### src/rtl/serial_pkg.sv
// serial_pkg: shared FSM states and line levels for the serial link blocks
package serial_pkg;
  typedef enum logic [2:0] {IDLE, START, DATA, PARITY, STOP} state_t;
  localparam logic LINE_IDLE = 1'b1;
  localparam logic START_LVL = 1'b0;
endpackage

### src/rtl/serial_tx_baud_tick.sv
// baud_tick: bit-boundary tick generator, held at zero while clr is high
module baud_tick #(
  parameter int CLKS_PER_BIT = 4
) (
  input  logic clk,
  input  logic rst_n,
  input  logic clr,
  output logic tick,
  output logic pre_tick
);
  localparam int CW = CLKS_PER_BIT > 1 ? $clog2(CLKS_PER_BIT) : 1;
  localparam logic [CW-1:0] LAST = CW'(CLKS_PER_BIT - 1);
  logic [CW-1:0] cnt, cnt_nxt;
  // pre_tick flags that the coming cycle is the last one of the current bit
  always_comb begin
    tick = !clr && cnt == LAST;
    cnt_nxt = (clr || tick) ? '0 : cnt + 1'b1;
    pre_tick = cnt_nxt == LAST;
  end
  always_ff @(posedge clk or negedge rst_n)
    if (!rst_n) cnt <= '0;
    else cnt <= cnt_nxt;
endmodule

### src/rtl/serial_tx.sv
// serial_tx: start/data(LSB first)/stop frame transmitter over valid/ready.
// Define SERIAL_TX_PARITY_EN to insert an even-parity bit before the stop bit.
module serial_tx
  import serial_pkg::*;
#(
  parameter int WIDTH = 4,
  parameter int CLKS_PER_BIT = 4
) (
  input  logic             clk,
  input  logic             rst_n,
  input  logic             in_valid,
  input  logic [WIDTH-1:0] in_data,
  output logic             in_ready,
  output logic             tx_out,
  output logic             busy,
  output logic             done
);
  localparam int BW = $clog2(WIDTH + 1);
  state_t state, state_nxt;
  logic [WIDTH-1:0] shift, shift_nxt;
  logic [BW-1:0] bit_cnt, bit_cnt_nxt;
  logic tx_nxt, tick, pre_tick, last_bit;
  assign in_ready = state == IDLE;
  assign last_bit = bit_cnt == BW'(WIDTH - 1);
  baud_tick #(.CLKS_PER_BIT(CLKS_PER_BIT)) u_baud (
    .clk(clk), .rst_n(rst_n), .clr(in_ready), .tick(tick), .pre_tick(pre_tick)
  );
`ifdef SERIAL_TX_PARITY_EN
  logic par;
  always_ff @(posedge clk or negedge rst_n)
    if (!rst_n) par <= 1'b0;
    else if (in_valid && in_ready) par <= ^in_data;
`endif
  // outputs are registered from the next-state view so they align with state
  always_ff @(posedge clk or negedge rst_n)
    if (!rst_n) begin
      state   <= IDLE;
      shift   <= '0;
      bit_cnt <= '0;
      tx_out  <= LINE_IDLE;
      busy    <= 1'b0;
      done    <= 1'b0;
    end else begin
      state   <= state_nxt;
      shift   <= shift_nxt;
      bit_cnt <= bit_cnt_nxt;
      tx_out  <= tx_nxt;
      busy    <= state_nxt != IDLE;
      done    <= state_nxt == STOP && pre_tick;
    end
  always_comb begin
    state_nxt = state;
    case (state)
      IDLE:   if (in_valid) state_nxt = START;
      START:  if (tick) state_nxt = DATA;
`ifdef SERIAL_TX_PARITY_EN
      DATA:   if (tick && last_bit) state_nxt = PARITY;
      PARITY: if (tick) state_nxt = STOP;
`else
      DATA:   if (tick && last_bit) state_nxt = STOP;
`endif
      STOP:   if (tick) state_nxt = IDLE;
      default: state_nxt = IDLE;
    endcase
  end
  always_comb begin
    shift_nxt = (in_valid && in_ready) ? in_data : (state == DATA && tick) ? shift >> 1 : shift;
    bit_cnt_nxt = state != DATA ? '0 : tick ? bit_cnt + 1'b1 : bit_cnt;
    tx_nxt = state_nxt == START ? START_LVL : state_nxt == DATA ? shift_nxt[0] : LINE_IDLE;
`ifdef SERIAL_TX_PARITY_EN
    if (state_nxt == PARITY) tx_nxt = par;
`endif
  end
endmodule

### config.mk
export PLATFORM = sky130hd
export DESIGN_NAME = serial_tx
export DESIGN_NICKNAME = d
export VERILOG_FILES = /design/src/rtl/serial_pkg.sv /design/src/rtl/serial_tx_baud_tick.sv /design/src/rtl/serial_tx.sv
export SDC_FILE = /design/constraint.sdc
export NUM_CORES = 1
export LEC_CHECK = 0
export CORE_MARGIN = 2
export CORE_UTILIZATION = 50
export CTS_BUF_LIST = sky130_fd_sc_hd__clkbuf_16
export CTS_CLUSTER_SIZE = 8
export DETAILED_ROUTE_END_ITERATION = 8
export PLACE_DENSITY = 0.83
export SYNTH_ARGS = -nofsm -noshare
export SYNTH_HDL_FRONTEND = slang
export SYNTH_SLANG_ARGS = --single-unit
### constraint.sdc
create_clock -name clk -period 2.1 [get_ports clk]
set_clock_uncertainty 0.1 [all_clocks]
set_input_delay 0.42 -clock clk [delete_from_list [all_inputs] [get_ports clk]]
set_output_delay 0.42 -clock clk [all_outputs]
set_load 0.005 [all_outputs]
==> results.md <==
* GRT overflow at 0
* Hold Path Origin: u_baud.cnt[0]
* Gates resized, CTS repair at 0
* Required time of the critical path at 1.58 ns
* Startpoint Class: flop
* Total length of routed met3 wires at 28 um
* Max VDD drop at 620 uV
* Mux share of post-synthesis cell area at 1.38%
* Setup-failing EPs final at 0
* DR iter-0 viols at 14
* Wire length the detailed router placed on met1 at 630 um
* Main combinational cell family by area after synthesis: simple AND/OR/NAND/NOR gates
* Xor/xnor share of the synthesized area at 1.20%
* Detailed-routing iteration count for the pre-antenna-repair pass at 4
* Clock buffer count from CTS at 3
* Worst hold path class: flop to flop
* Vias in the first global route at 490
* Highest attainable clock frequency at 518 MHz
* Share of layout cells above drive strength 1 at 17.7%
* Endpoint class of the critical path: primary output
* Total half-perimeter wirelength after legalization and detailed placement at 1000 um
* Final Util at 70.4%
* Smallest hold slack at 0.392 ns
* Dominant delay contributor by cell family on the critical path: buffers and inverters
* Synthesized net count at 75
* Most common library cell in the layout ignoring fill and taps: sky130_fd_sc_hd__dfrtp_1
* Antenna violations before repair at 0
* Topmost layer with routed signal wires: met4
* Startpoint of the worst setup timing path: state[2]
* Placed insts at 90
* Count of non-filler cells in the finished layout at 94
* Num ports at 11
* Antenna diode instance count at 0
* Last weighted congestion value of the routability-driven placer at 0.750
* Routed met2 length at 693 um
* RSZ-0062 raised after global routing: false
* Total number of placement rows at 13
* Type of the worst setup path: flop to primary output
* Latest clock arrival within the worst-skew pair at 0.24 ns
* First-pass GRT wire length at 2240 um
* Die area at 1770 um^2
* Count of final hold-check violations at 0
* Buffers and inverters on the worst path at 1
* Worst endpoint data arrival time at 1.41 ns
* Area fraction in compound gates after synthesis at 11.0%
* Total routing resource utilization after global routing at 17.8%
* Commonest cells after routing, fill and taps aside: 14 x sky130_fd_sc_hd__dfrtp_1, 10 x sky130_fd_sc_hd__clkdlybuf4s50_1, 6 x sky130_fd_sc_hd__nand2_1, 5 x sky130_fd_sc_hd__nor2_1, 4 x sky130_fd_sc_hd__inv_1
* Die span in x at 42.1 um
* Source of the worst register-to-register timing path: u_baud.cnt[0]
* Final layout net count at 90
* Cell variety after synth at 30
* Mean Syn Cell Area at 11.2 um^2
* Count of state elements after synthesis at 15
* PortBufs at 10
* Worst slew margin relative to its limit at 57.9%
* Starting density of the core at 54.5%
* Routed wire per std cell at 14.5 um
* Synth warnings at 0
* Status: complete, no violations
* MaxCap Viol Count at 0
* CTS hold repair buffers at 0
* Number of vias per cell after detailed routing at 5.64
* Largest net degree at the start of global routing at 16
* DRT antenna net count at 0
* Share of synthesized cell area in and, or, nand and nor gates at 25.3%
* Worst path cell trace: nor3_2 > clkdlybuf4s50_1
* Leak Pwr at 0.421 nW
* Vias post-DR at 530
* Pwr dens at 1280 nW/um^2
* Clock root cell: sky130_fd_sc_hd__clkbuf_16
* Total setup buffers inserted after CTS at 0
* Area Overhead vs Synth at 29.1%
* Post-synthesis instance area at 727 um^2
* Fraction of the yosys area taken by sequential cells at 51.8%
* Final period demand of the worst path at 1.93 ns
* Core region area at 1330 um^2
* Floorplan die height at 42.1 um
* Worst-path fanout max at 3
* Maximum number of buffers from clock root to sink at 2
* H-tree levels at 1
* Synth Area in Adders at 5.16%
* Clock tree from TritonCTS: yes
* Sum of internal, switching and leakage power at 1.20 mW
* Post-route DRC at 0
* Number of pins exceeding their max-slew limit in the final report at 0
* Tightest Pin Transition at 0.630 ns
* Cell count after synthesis at 65
* Post-Route Setup TNS at 0 ns
* Slowest cell on crit path: sky130_fd_sc_hd__clkdlybuf4s50_1
* Maximum cell stage delay along the critical path at 0.54 ns
* Clock Pin Slew Worst Setup and Hold Paths at 0.05 ns
* Count of clock tree sinks at 15
* Total Routed Length at 1360 um
* Final period utilization at 92.0%
## registers in the layout, summed over array words and instances (netlist names)
| name | flops |
|---|---|
| state | 3 |
| shift | 4 |
| busy | 1 |
| done | 1 |
| bit_cnt | 3 |
| tx_out | 1 |
| u_baud.cnt | 2 |
## layout make-up
cell class                 instances  area [um^2]
clock buffer                       3         75.1
clock inverter                     1         5.00
fill                              92          395
inverter                           4         15.0
multi-input combinational         43          325
sequential                        15          377
tap                               15         18.8
timing repair buffer              13          123
## where the power goes
part	leakage [nW]	internal, mW	switching (mW)	total, mW
logic	0.190	0.212	0.191	0.402
clock network	0.0409	0.254	0.109	0.362
registers	0.190	0.390	0.0489	0.439
## worst reg2reg max path: stages (launching register included)
cell,delay [ns]
sky130_fd_sc_hd__dfrtp_1,0.39
sky130_fd_sc_hd__ha_1,0.44
sky130_fd_sc_hd__or4bb_1,0.49
sky130_fd_sc_hd__nand3_1,0.13
sky130_fd_sc_hd__a41oi_1,0.13
## final timing paths
path                       slack, ns    endpoint  cells past startpoint
max reg2reg                     0.32      tx_out                      4
min reg2reg                     0.39        done                      1
min in group asynchronous       0.47  bit_cnt[1]                      1
max in group asynchronous       1.02    shift[3]                      1
min                             0.39        done                      1
max                             0.17    in_ready                      2
## kinds of logic (layout without fill, tap and decap cells)
group           after synthesis  after routing
flops                        15             15
compound gates               10             10
buf+inv                       7             21
xor+xnor                      1              1
mux                           1              1
simple gates                 28             28
fa+ha+maj                     3              3
## synth_stat cells (all sizes together)
| library cell | instances | area, um^2 |
|---|---|---|
| or4bb | 1 | 11.3 |
| inv | 4 | 15.0 |
| nor4b | 1 | 15.0 |
| nor3 | 2 | 10.0 |
| a221o | 1 | 10.0 |
| xnor2 | 1 | 8.76 |
| a22o | 1 | 8.76 |
| ha | 3 | 37.5 |
| a21o | 1 | 7.51 |
| nand4b | 1 | 8.76 |
| buf | 3 | 15.0 |
| and4bb | 1 | 12.5 |
| nor3b | 2 | 20.0 |
| or4b | 1 | 13.8 |
| a31o | 1 | 8.76 |
| a41oi | 1 | 8.76 |
| nor2 | 5 | 18.8 |
| nand3 | 3 | 15.0 |
| and2 | 1 | 6.26 |
| nand2 | 6 | 22.5 |
| a31oi | 1 | 6.26 |
| a211oi | 2 | 15.0 |
| nand2b | 2 | 12.5 |
| or3b | 1 | 8.76 |
| dfrtp | 14 | 350 |
| and3b | 1 | 8.76 |
| mux2i | 1 | 10.0 |
| a22oi | 2 | 15.0 |
| dfstp | 1 | 26.3 |
## stage by stage
stage | cell area (um^2) | worst slack, ns
2_1_floorplan | 727 | 0.440
3_3_place_gp | 853 | 0.287
3_5_place_dp | 853 | 0.257
4_1_cts | 933 | 0.0521
5_1_grt | 938 | 0.103
6_report | 938 | 0.168
## routing by layer
metal / track usage [%] / vias up
met3: 3.88 / 2
met1: 23.8 / 258
met2: 26.9 / 6
met4: 9.38 / 0
li1: - / 264
met5: 0 / -
Note: power is estimated with default switching activity, not from simulation.
